$ cat config.mk
export PLATFORM = sky130hd
export DESIGN_NAME = keccak_chi_dom_pipe
export DESIGN_NICKNAME = d
export VERILOG_FILES = /design/src/rtl/keccak_dom_pkg.sv /design/src/rtl/keccak_chi_dom_row.sv /design/src/rtl/keccak_chi_dom_pipe.sv
export SDC_FILE = /design/constraint.sdc
export NUM_CORES = 1
export LEC_CHECK = 0
export CAP_MARGIN = 20
export CORE_MARGIN = 8
export CORE_UTILIZATION = 25
export DETAILED_ROUTE_END_ITERATION = 8
export PLACE_DENSITY = 0.59
export SKIP_CTS_REPAIR_TIMING = 1
export SYNTH_ARGS = -nofsm -noshare
export SYNTH_HDL_FRONTEND = slang
export SYNTH_HIERARCHICAL = 1
export SYNTH_SLANG_ARGS = --single-unit
$ cat constraint.sdc
create_clock -name ClkxCI -period 1.9 [get_ports ClkxCI]
set_input_delay 0.38 -clock ClkxCI [delete_from_list [all_inputs] [get_ports ClkxCI]]
set_output_delay 0.38 -clock ClkxCI [all_outputs]
set_load 0.02 [all_outputs]
$ cat src/rtl/keccak_dom_pkg.sv
// -----------------------------------------------------------------------------
// keccak_dom_pkg
// Shared helpers for the masked (DOM) Keccak chi/iota datapath.
//   calc_num_rand(shares) : fresh-mask pairs per row bit, shares*(shares-1)/2
//   calc_beats(w, rows)   : beats per Keccak-f round, 5*w/rows
//   rand_idx(i, j)        : mask-pair index of the unordered share pair {i, j}
//   share_off / rand_off  : flat bit offsets of the share and mask buses
//   term_off              : bit offset of one stage-1 term inside a row's term bus
// -----------------------------------------------------------------------------
package keccak_dom_pkg;

    function automatic int calc_num_rand(input int shares);
        return shares * (shares - 1) / 2;
    endfunction

    function automatic int calc_beats(input int w, input int rows);
        return 5 * w / rows;
    endfunction

    // Both orderings (i,j) and (j,i) map to the same pair so each fresh mask
    // is used exactly twice and cancels in the unmasked sum.
    function automatic int rand_idx(input int i, input int j);
        int lo;
        int hi;
        lo = (i < j) ? i : j;
        hi = (i < j) ? j : i;
        return lo + hi * (hi - 1) / 2;
    endfunction

    // Share s, row k, bit x on the data buses.
    function automatic int share_off(input int s, input int k, input int x, input int rows);
        return (s * rows + k) * 5 + x;
    endfunction

    // Pair p, row k, bit x on the randomness bus.
    function automatic int rand_off(input int p, input int k, input int x, input int rows);
        return (p * rows + k) * 5 + x;
    endfunction

    // Ordered pair (i, j), bit x inside one row's stage-1 term vector.
    function automatic int term_off(input int i, input int j, input int x, input int shares);
        return (i * shares + j) * 5 + x;
    endfunction

endpackage

$ cat src/rtl/keccak_chi_dom_row.sv
// -----------------------------------------------------------------------------
// keccak_chi_dom_row
// Combinational DOM stage-1 term generation for one 5-bit chi row.
//   shares_i : share s, bit x at s*5+x
//   z_i      : fresh mask pair p, bit x at p*5+x
//   iota_i   : round-constant bit folded into share 0, bit 0
//   terms_o  : ordered pair (i,j), bit x at (i*SHARES+j)*5+x
// Cross-domain terms are S_i[x+1] & S_j[x+2] ^ Z; inner-domain terms are the
// share's own chi. The caller registers the terms before any XOR compression.
// -----------------------------------------------------------------------------
module keccak_chi_dom_row
    import keccak_dom_pkg::*;
#(
    parameter int SHARES   = 2,
    parameter int NUM_RAND = calc_num_rand(SHARES)
) (
    input  logic [SHARES*5-1:0]        shares_i,
    input  logic [NUM_RAND*5-1:0]      z_i,
    input  logic                       iota_i,
    output logic [SHARES*SHARES*5-1:0] terms_o
);

    for (genvar gi = 0; gi < SHARES; gi++) begin : g_i
        for (genvar gj = 0; gj < SHARES; gj++) begin : g_j
            for (genvar gx = 0; gx < 5; gx++) begin : g_x
                localparam int X1 = (gx + 1) % 5;
                localparam int X2 = (gx + 2) % 5;
                localparam int T  = term_off(gi, gj, gx, SHARES);
                if (gi == gj) begin : g_inner
                    logic iota_bit;
                    if (gi == 0 && gx == 0) begin : g_iota
                        assign iota_bit = iota_i;
                    end else begin : g_no_iota
                        assign iota_bit = 1'b0;
                    end
                    assign terms_o[T] = shares_i[gi*5+gx]
                                      ^ (~shares_i[gi*5+X1] & shares_i[gi*5+X2])
                                      ^ iota_bit;
                end else begin : g_cross
                    localparam int P = rand_idx(gi, gj);
                    assign terms_o[T] = (shares_i[gi*5+X1] & shares_i[gj*5+X2])
                                      ^ z_i[P*5+gx];
                end
            end
        end
    end

endmodule

$ cat src/rtl/keccak_chi_dom_pipe.sv
// -----------------------------------------------------------------------------
// keccak_chi_dom_pipe
// Masked Keccak chi (+ optional iota) datapath, ROWS rows per beat, DOM with
// SHARES shares, two registered stages and valid/ready on every interface.
//   ClkxCI, RstxRBI      : clock (rising edge), asynchronous active-low reset
//   ClearxSI             : synchronous clear of valids, counter, RC and data
//   InValidxSI/InReadyxSO, InputxDI : input beat, share s row k bit x at (s*ROWS+k)*5+x
//   ZValidxSI, ZxDI      : fresh masks, pair p row k bit x at (p*ROWS+k)*5+x,
//                          consumed on the same edge as the input beat
//   IotaRCxDI            : round constant, captured on beat 0 of each round
//   OutValidxSO/OutReadyxSI, OutputxDO : result shares, same layout as input
//   OutLastxSO           : output beat is the last beat of its round
// Optional feature macro: KECCAK_CHI_IOTA_EN enables the RC register and the
// iota XOR; without it IotaRCxDI is ignored and the output is pure chi.
// -----------------------------------------------------------------------------
module keccak_chi_dom_pipe
    import keccak_dom_pkg::*;
#(
    parameter int SHARES   = 2,
    parameter int ROWS     = 5,
    parameter int W        = 64,
    parameter int NUM_RAND = calc_num_rand(SHARES)
) (
    input  logic                       ClkxCI,
    input  logic                       RstxRBI,
    input  logic                       ClearxSI,
    input  logic                       InValidxSI,
    output logic                       InReadyxSO,
    input  logic [SHARES*5*ROWS-1:0]   InputxDI,
    input  logic                       ZValidxSI,
    input  logic [NUM_RAND*5*ROWS-1:0] ZxDI,
    input  logic [W-1:0]               IotaRCxDI,
    output logic                       OutValidxSO,
    input  logic                       OutReadyxSI,
    output logic [SHARES*5*ROWS-1:0]   OutputxDO,
    output logic                       OutLastxSO
);

    localparam int BEATS = calc_beats(W, ROWS);
    localparam int CNT_W = (BEATS > 1) ? $clog2(BEATS) : 1;
    localparam int DW    = SHARES * 5 * ROWS;
    localparam int TW    = SHARES * SHARES * 5;   // stage-1 terms per row

    logic                 s1_valid_q;
    logic                 s1_last_q;
    logic [ROWS*TW-1:0]   s1_terms_q;
    logic [ROWS*TW-1:0]   s1_terms_d;
    logic                 s2_valid_q;
    logic                 s2_last_q;
    logic [DW-1:0]        out_q;
    logic [DW-1:0]        out_d;
    logic [CNT_W-1:0]     cnt_q;
    logic                 cnt_last;
    logic                 s1_adv;
    logic                 accept;

    // Stage 1 may move whenever the output slot is free or being drained, so
    // a full pipeline still sustains one beat per cycle.
    assign s1_adv     = ~s2_valid_q | OutReadyxSI;
    assign InReadyxSO = ~s1_valid_q | s1_adv;
    assign accept     = InValidxSI & ZValidxSI & InReadyxSO;
    assign cnt_last   = (cnt_q == CNT_W'(BEATS - 1));

`ifdef KECCAK_CHI_IOTA_EN
    localparam int RW  = $clog2(5 * W) + 1;
    localparam int ZIW = (W > 1) ? $clog2(W) : 1;
    logic [W-1:0] rc_q;
    logic [W-1:0] rc_cur;
    // Beat 0 uses the constant on the bus directly, since it is captured on
    // that same edge.
    assign rc_cur = (cnt_q == '0) ? IotaRCxDI : rc_q;
`else
    logic unused_rc;
    assign unused_rc = ^IotaRCxDI;
`endif

    for (genvar gi = 0; gi < ROWS; gi++) begin : g_row
        logic [SHARES*5-1:0]   row_shares;
        logic [NUM_RAND*5-1:0] row_z;
        logic                  row_iota;

        for (genvar gs = 0; gs < SHARES; gs++) begin : g_sh
            assign row_shares[gs*5 +: 5] = InputxDI[share_off(gs, gi, 0, ROWS) +: 5];
        end
        for (genvar gp = 0; gp < NUM_RAND; gp++) begin : g_z
            assign row_z[gp*5 +: 5] = ZxDI[rand_off(gp, gi, 0, ROWS) +: 5];
        end

`ifdef KECCAK_CHI_IOTA_EN
        // Absolute row r = beat*ROWS + k; only lane y == 0 (r < W) takes RC[r].
        logic [RW-1:0] row_idx;
        assign row_idx  = RW'(cnt_q) * RW'(ROWS) + RW'(gi);
        assign row_iota = (row_idx < RW'(W)) ? rc_cur[row_idx[ZIW-1:0]] : 1'b0;
`else
        assign row_iota = 1'b0;
`endif

        keccak_chi_dom_row #(
            .SHARES   (SHARES),
            .NUM_RAND (NUM_RAND)
        ) u_row (
            .shares_i (row_shares),
            .z_i      (row_z),
            .iota_i   (row_iota),
            .terms_o  (s1_terms_d[gi*TW +: TW])
        );
    end

    // Stage 2 compression: per output share i, XOR over all partner shares j.
    always_comb begin
        out_d = '0;
        for (int k = 0; k < ROWS; k++) begin
            for (int i = 0; i < SHARES; i++) begin
                for (int j = 0; j < SHARES; j++) begin
                    for (int x = 0; x < 5; x++) begin
                        out_d[share_off(i, k, x, ROWS)] = out_d[share_off(i, k, x, ROWS)]
                            ^ s1_terms_q[k*TW + term_off(i, j, x, SHARES)];
                    end
                end
            end
        end
    end

    always_ff @(posedge ClkxCI or negedge RstxRBI) begin
        if (!RstxRBI) begin
            cnt_q      <= '0;
            s1_valid_q <= 1'b0;
            s1_last_q  <= 1'b0;
            s1_terms_q <= '0;
            s2_valid_q <= 1'b0;
            s2_last_q  <= 1'b0;
            out_q      <= '0;
`ifdef KECCAK_CHI_IOTA_EN
            rc_q       <= '0;
`endif
        end else if (ClearxSI) begin
            // Clear wins over a simultaneous accept: that beat is dropped.
            cnt_q      <= '0;
            s1_valid_q <= 1'b0;
            s1_last_q  <= 1'b0;
            s1_terms_q <= '0;
            s2_valid_q <= 1'b0;
            s2_last_q  <= 1'b0;
            out_q      <= '0;
`ifdef KECCAK_CHI_IOTA_EN
            rc_q       <= '0;
`endif
        end else begin
            if (accept) begin
                cnt_q      <= cnt_last ? '0 : cnt_q + CNT_W'(1);
                s1_terms_q <= s1_terms_d;
                s1_last_q  <= cnt_last;
`ifdef KECCAK_CHI_IOTA_EN
                if (cnt_q == '0) begin
                    rc_q <= IotaRCxDI;
                end
`endif
            end
            if (InReadyxSO) begin
                s1_valid_q <= accept;
            end
            if (s1_adv) begin
                s2_valid_q <= s1_valid_q;
                s2_last_q  <= s1_valid_q & s1_last_q;
                if (s1_valid_q) begin
                    out_q <= out_d;
                end
            end
        end
    end

    assign OutputxDO   = out_q;
    assign OutValidxSO = s2_valid_q;
    assign OutLastxSO  = s2_last_q;

endmodule
# Word-level counts from Yosys, hierarchy flattened
# Index checks and enable logic that the tools add are counted.
[totals]
ff_bits = 160
input_bits = 145
out_inout_bits = 53
[classes]
n_addsub = 1
n_eq_ne = 1
mux = 16
bitwise = 307
reduce_logical = 5
[ops]
columns = ["op", "n"]
rows = [
  ["two-way mux 100 bit", 2],
  ["two-way mux 50 bit", 3],
  ["XOR 1 bit", 150],
  ["bitwise AND 1 bit", 103],
  ["NOT 1 bit", 52],
  ["two-way mux 6 bit", 3],
  ["two-way mux 1 bit", 8],
  ["nonzero test 2 bit", 4],
  ["adder 6 x 1 -> 6 bit, second input constant", 1],
  ["equality test 6 bit, second input constant", 1],
  ["OR 1 bit", 2],
  ["AND reduction 2 bit", 1],
]

# Depth between registers and ports, before layout
# Gate-level depths: netlist (run 1).
[depth]
ltp_word = 6
ltp_mapped = 6
ltp_nobuf = 4

# Cells and area by module
# The synthesis (run 1) kept the hierarchy.
[modules_own_cells]
columns = ["mod", "n_inst", "cells_per_inst", "area_each_um2", "seq_area_each_um2"]
rows = [
  ["keccak_chi_dom_pipe", 1, 440, 6214.7, 4003.8],
  ["keccak_chi_dom_row", 5, 41, 285.3, 0.0],
]

# Worst setup path before layout (run 1)
# Ideal clock, no wire load.
[synth_path]
kind = "register to register"
from = "register s2_valid_q, in the netlist OutValidxSO"
to = "register s1_terms_q[10]"
setup_ns = 0.121
arrival_time_ns = 1.441
setup_slack_ns = 0.338
stages_incl_launch_ff = 7
path_buffers = 2
path_cell_list = "dfrtp_1 and3b_1 inv_2 a31oi_1 buf_4 buf_2 a22o_1"
[synth_via]
elab_chain_len = 5
[synth_lines]
columns = ["item", "line_no", "rtl"]
rows = [
  ["start: declaration", "keccak_chi_dom_pipe.sv:48", "logic s2_valid_q;"],
  ["start signal: assignment", "keccak_chi_dom_pipe.sv:163", "s2_valid_q <= s1_valid_q;"],
  ["NOT 1 bit", "keccak_chi_dom_pipe.sv:59", "assign s1_adv = ~s2_valid_q | OutReadyxSI;"],
  ["OR 1 bit", "keccak_chi_dom_pipe.sv:59", ""],
  ["OR 1 bit", "keccak_chi_dom_pipe.sv:60", "assign InReadyxSO = ~s1_valid_q | s1_adv;"],
  ["via InReadyxSO", "keccak_chi_dom_pipe.sv:28", "output logic InReadyxSO,"],
  ["bitwise AND 1 bit", "keccak_chi_dom_pipe.sv:61", "assign accept = InValidxSI & ZValidxSI & InReadyxSO;"],
  ["nonzero test 2 bit (no line)", "n/a", ""],
  ["end signal: assignment", "keccak_chi_dom_pipe.sv:151", "s1_terms_q <= s1_terms_d;"],
  ["end: declaration", "keccak_chi_dom_pipe.sv:46", "logic [ROWS*TW-1:0] s1_terms_q;"],
]
# The timed path passes the listed nets, and every way through them passes these cells.
# A chain may end at the register's enable or synchronous reset.

# Worst setup path in the final report (run 1)
[layout_path]
from = "register out_q[19], in the netlist OutputxDO[19]"
to = "output port OutputxDO[19]"
[layout_rtl]
columns = ["item", "line_no", "rtl"]
rows = [
  ["start: declaration", "keccak_chi_dom_pipe.sv:50", "logic [DW-1:0] out_q;"],
  ["start signal: assignment", "keccak_chi_dom_pipe.sv:166", "out_q <= out_d;"],
  ["end: declaration", "keccak_chi_dom_pipe.sv:35", "output logic [SHARES*5*ROWS-1:0] OutputxDO,"],
]
# No word-level cell between the ends.

==> results of run 1 <==
layout make-up:
| cell class | count | area share |
|---|---|---|
| clock buffer | 17 | 0.0414 |
| clock inverter | 15 | 0.0146 |
| inverter | 2 | 0.000730 |
| multi-input combinational | 452 | 0.340 |
| sequential | 160 | 0.389 |
| tap | 396 | 0.0482 |
| timing repair buffer | 163 | 0.166 |
power by group:
part           switching (uW)  internal, uW  total [uW]
Clock                    1560          1860        3420
Combinational             559           589        1150
Sequential                107          3550        3660
Total                    2230          6000        8220
how the worst max path moves through the flow:
stage	end	slack (ns)	depth (start not counted)
after floorplan	s1_terms_q[10]	0.34	6
after global placement	s1_terms_q[47]	-0.22	7
after detailed placement	s1_terms_q[42]	-0.22	7
after CTS	InReadyxSO	-0.26	3
after global routing	OutputxDO[19]	0.0005	1
final	OutputxDO[19]	0.07	1
sequential cells by signal, summed over array words and instances (netlist names):
| signal | flops |
|---|---|
| OutLastxSO | 1 |
| s1_valid_q | 1 |
| OutValidxSO | 1 |
| s1_last_q | 1 |
| OutputxDO | 50 |
| s1_terms_q | 100 |
| cnt_q | 6 |
per-stage QoR:
stage	setup slack (ns)	instances	setup TNS, ns
after CTS	-0.261	1204	-0.261
after detailed placement	-0.217	1172	-17.99
after global routing	0.000459	1205	0
after global placement	-0.219	1172	-18.66
after floorplan	0.338	649	0
final	0.0673	1205	0
per-layer routing:
metal	up-vias	wire length [um]	global-route usage
met5	-	0	0
met4	0	155	0.0268
met3	8	911	0.0338
met2	94	8980	0.175
met1	2696	9270	0.143
li1	2578	-	-
kinds of logic after synthesis:
kind of cell / share of synthesized area
flops: 0.524
simple gates: 0.0840
other cells: 0.000491
buf+inv: 0.0252
fa+ha+maj: 0.00164
xor+xnor: 0.178
compound gates: 0.187
cells in the final DEF (no fill, tap or decap), types with 2 or more instances in the layout:
| master | synthesis | routed |
|---|---|---|
| xor2_1 | 50 | 50 |
| nor2_1 | 3 | 3 |
| and3b_1 | 2 | 2 |
| nand2b_1 | 46 | 46 |
| o21ai_0 | 2 | 2 |
| a22o_1 | 152 | 152 |
| clkinv_4 | 0 | 3 |
| a21oi_1 | 7 | 6 |
| clkbuf_16 | 0 | 17 |
| nand2_1 | 55 | 55 |
| inv_6 | 0 | 7 |
| o211ai_1 | 4 | 4 |
| buf_12 | 0 | 11 |
| dfrtp_1 | 160 | 160 |
| conb_1 | 1 | 5 |
| xnor2_1 | 105 | 105 |
| inv_8 | 0 | 2 |
| clkdlybuf4s50_1 | 0 | 129 |
| dlymetal6s2s_1 | 0 | 3 |
| nand3_1 | 4 | 4 |
| clkinv_2 | 0 | 2 |
| and2b_1 | 5 | 5 |
| or4_1 | 2 | 2 |
| buf_4 | 10 | 18 |
==> impl_results.md, run 1 <==
- Status: complete, no violations
- Final period util: 0.965
- #FFs+latches synth: 160
- Fraction of layout cells with a size suffix above 1: 0.0828
- Largest net degree at the start of global routing: 86
- Critical path fanouts, max: 2
- Worst EP arrival: 1.45 ns
- Most instantiated library cell after synthesis: dfrtp_1
- Pre-antenna DRT Iters: 6
- FF-to-FF setup slack: 0.19 ns
- Reg2reg path depth: 6
- Syn Area/Cell: 11.8 um2
- Hold Vio Cnt, Final: 0
- DRC Markers: 0
- Final total power: 8220 uW
- Family with the most delay on the worst path: buffers and inverters
- Clock Tree Buf Depth: 2
- Ant. Diodes: 0
- Max Transition Viols Final: 0
- Final instance area: 0.0103 mm2
- Data required, critical path: 1.52 ns
- Min-Delay Path Class: in2async
- Area delta synth->final: 34.6%
- Vias per cell: 4.46
- Grt ovf: 0
- Initial DRC Count: roughly 180
- Fill count: 3,038
- Post-Synthesis Cells: 645
- RSZ-0062 raised after global routing: no
- Top cell type's share of synthesized area: 0.524
- Num CTS Buffers: 17
- Power Density: 800 mW/mm2
- CTS root buf: clkbuf_16
- Crit path largest cell delay: 0.64 ns
- IR drop worst, VDD: 0.527 mV
- Later-pin clock latency in the skew report: 0.43 ns
- CP Launch Point: OutputxDO[19]
- Worst Setup End Kind: output port
- TritonCTS clock tree: done
- Fin crit period: 1.83 ns
- Area after DPL: 0.00969 mm2
- Die area: 0.0364 mm2
- # IOs: 198
- Critical path class: reg2out
- Worst reg2reg path startpoint: s1_valid_q
- First-pass GRT wire length: ~32,000 um
- CP max stage cell: clkdlybuf4s50_1
- Clock transition at path regs: 0.07 ns
- Ys flop type: dfrtp_1
- Fin Hold WS: 0.333 ns
- Fraction of registers with async set/reset: 1.00
- ANT nets after route: 0
- Num Clock Sinks: 160
- Worst r2r dst: s1_terms_q[42]
- Commonest cells post-synth: dfrtp_1, a22o_1, xnor2_1
- CP cell instances: clkdlybuf4s50_1
- Max Freq: 546 MHz
- Die width: around 190 um
- Drt wl/cell: 16.0 um
- Number of synthesized flops with an enable pin: 0
- Sequential fraction of the synthesis area: 0.524
- Total Routing Usage GR: 0.110
- Max-Cap Viols: 0
- Worst Path Buf+Inv: 1
- Synth top area cells: dfrtp_1, a22o_1, xnor2_1, xor2_1, nand2b_1
- Vias in the first global route: 5,864
- PortBufs: 133
- Syn Std Cell Area: 0.00764 mm2
- Drt total wl: 19,300 um
- Synth area leader: dfrtp_1
- Clock Skews: approximately 0.013 ns
- # setup viols final: 0
- Synth cell types: 30
- Startpoint types: register
- FF/Latch Area: 0.00400 mm2
- Nets: 942
- Post-DP HPWL: 13,700 um
- Leakage: 0.00470 uW
- Rows: 64
- Starting density of the core: 0.252
- CORE AREA: 0.0303 mm2
- H-Tree Level Count: 4
- Yosys warning count: 6
- Final Wtd Congestion: between 0.7 and 0.8
- Area of the multi-input gates: 0.00349 mm2
- Die Span Y: 191 um
- Fin util: 0.339
- Vias post-DR: 5,376
- Initial antenna violation count: 0
Note: power is estimated with default switching activity, not from simulation.
==> inputs of run 2 (changes only) <==
Settings changed: SKIP_CTS_REPAIR_TIMING 1 to not set.
==> run 2 against run 1 <==
Utilization is essentially flat. Worst setup slack is the same. Sequential share of layout area is essentially flat. Critical path depth is the same. First-iteration DRC count is the same. Final area is essentially flat. Combinational power is essentially flat. Highest routed layer unchanged. Hold slack is the same.
==> impl_results.md, run 2 (synthesized netlist as in run 1, its figures left out) <==
- Leakage: 0.00470 uW (about the same)
- Status: complete, no violations
- Fin crit period: 1.83 ns (unchanged)
- Max Transition Viols Final: 0 (unchanged)
- Vias post-DR: 5,376 (unchanged)
- Power Density: 800 mW/mm2 (about the same)
- Drt total wl: 19,300 um (unchanged)
- Die width: 191 um (unchanged)
- RSZ-0062 raised after global routing: no
- Pre-antenna DRT Iters: 6 (unchanged)
- Post-DP HPWL: 13,700 um (unchanged)
- Family with the most delay on the worst path: buffers and inverters
- Worst r2r dst: s1_terms_q[42]
- Fraction of layout cells with a size suffix above 1: 0.0841 (+0.00124)
- CORE AREA: 0.0303 mm2 (unchanged)
- Die area: 0.0364 mm2 (unchanged)
- Die Span Y: 191 um (unchanged)
- CTS root buf: clkbuf_16
- Clock power share: 0.415 (about the same)
- Vias in the first global route: 5,867 (+0.051%)
- Startpoint types: register
- Seq pwr share: 0.445 (about the same)
- Commonest non-fill, non-tap cell in the layout: dfrtp_1
- End of the critical path: OutputxDO[19]
- Initial DRC Count: 182 (unchanged)
- Max Freq: 546 MHz (unchanged)
- CP cell instances: clkdlybuf4s50_1
- Area after DPL: 0.00969 mm2 (unchanged)
- Final instance area: 0.0103 mm2 (about the same)
- Critical path class: reg2out
- CP max stage cell: clkdlybuf4s50_1
- Final Wtd Congestion: 0.756 (unchanged)
- Place WS: -0.217 ns (unchanged)
- Final setup margin: 0.0673 ns (unchanged)
- Worst EP arrival: 1.45 ns (about the same)
- Fill count: 3,038 (unchanged)
- Largest Register: s1_terms_q
- ANT nets after route: 0 (unchanged)
- Max FFs per register: 100 (unchanged)
- Max-Cap Viols: 0 (unchanged)
- Vias per cell: 4.46 (unchanged)
- Combinational Power Share: 0.140 (about the same)
- Hold Vio Cnt, Final: 0 (unchanged)
- Critical path depth: 1 (unchanged)
- Grt ovf: 0 (unchanged)
- DRC Markers: 0 (unchanged)
- FF-to-FF setup slack: 0.19 ns (about the same)
- Clock transition at path regs: 0.07 ns (about the same)
- Initial antenna violation count: 0 (unchanged)
- Starting density of the core: 0.252 (unchanged)
- Worst Path Buf+Inv: 1 (unchanged)
- Worst reg2reg path startpoint: s1_valid_q
- Min-Delay Path Class: in2async
- Area delta synth->final: 34.5% (about the same)
- TritonCTS clock tree: done
- Worst Setup End Kind: output port
- Most frequent cells in the layout: dfrtp_1, a22o_1, clkdlybuf4s50_1, xnor2_1, nand2_1
- H-Tree Level Count: 4 (unchanged)
- Nets: 942 (unchanged)
- Drt wl/cell: 16.0 um (unchanged)
- CP Launch Point: OutputxDO[19]
- IR drop worst, VDD: 0.527 mV (unchanged)
- PortBufs: 133 (unchanged)
- Rows: 64 (unchanged)
- Post-CTS setup buffer count: 0
- Clock Skews: 0.0134 ns (unchanged)
- NetSw: 2230 uW (about the same)
- Data required, critical path: 1.52 ns (about the same)
- Critical path fanouts, max: 2 (unchanged)
- Num CTS Buffers: 17 (unchanged)
- Cell-internal power: 6000 uW (about the same)
- Largest net degree at the start of global routing: 86 (unchanged)
- Switching Share: 0.271 (about the same)
- # IOs: 198 (unchanged)
- Crit path largest cell delay: 0.64 ns (about the same)
- First-pass GRT wire length: 32,000 um (about the same)
- # setup viols final: 0 (unchanged)
- Ant. Diodes: 0 (unchanged)
- Total Routing Usage GR: 0.110 (about the same)
- Later-pin clock latency in the skew report: 0.43 ns (about the same)
- Reg2reg path depth: 6 (unchanged)
- Num Clock Sinks: 160 (unchanged)
- Clock Tree Buf Depth: 2 (unchanged)
- Final period util: 0.965 (unchanged)
run 2: cell count changes in the layout (fill, tap and decap cells not counted), sizes merged:
cell	previous run	this run
dlymetal6s2s	3	2
clkbuf	17	18
run 2: layout make-up:
class | count | area [um2] | area share
multi-input cells | 452 | 3490 | 0.340
flip-flops and latches | 160 | 4000 | 0.390
clock buffers | 17 | 425 | 0.0414
clock inverters | 15 | 150 | 0.0146
repair buffers | 163 | 1700 | 0.165
well taps | 396 | 495 | 0.0482
inverters | 2 | 7.51 | 0.000731
run 2: worst min path at each step:
stage	from	end	depth (start not counted)
6_report	RstxRBI	cnt_q[4]	2
5_1_grt	RstxRBI	cnt_q[4]	2
4_1_cts	RstxRBI	cnt_q[4]	2
3_5_place_dp	RstxRBI	cnt_q[2]	1
3_3_place_gp	RstxRBI	cnt_q[2]	1
2_1_floorplan	RstxRBI	OutLastxSO	0
run 2: per-layer routing:
layer / vias up / share of wire / GRT usage
met5: - / 0 / 0
li1: 2578 / - / -
met2: 94 / 0.47 / 0.175
met1: 2696 / 0.48 / 0.143
met4: 0 / 0.0080 / 0.0268
met3: 8 / 0.047 / 0.0338
run 2: stage by stage:
stage	total power [uW]	util	std cells	hold WS, ns	setup TNS, ns
6_report	8220	0.339	1205	0.333	0
5_1_grt	8640	0.339	1205	0.317	0
4_1_cts	8400	0.338	1205	0.311	0
3_5_place_dp	4890	0.319	1172	0.194	-17.99
3_3_place_gp	4880	0.319	1172	0.196	-18.66
2_1_floorplan	4310	-	649	0.0844	0
run 2: repair_timing:
item,4_1_cts,5_1_grt
resized for setup,1,4
endpoints found under the setup margin,1,3
hold buffers,1,0
hold endpoints to repair,7,0
gates cloned,0,0
run 2: power by group through the flow:
stage               registers, uW  clock network [uW]  logic [uW]
floorplan                    3730                   0         581
global placement             3720                   0        1160
detailed placement           3720                   0        1160
CTS                          3660                3570        1170
global route                 3680                3690        1270
finish                       3660                3420        1150
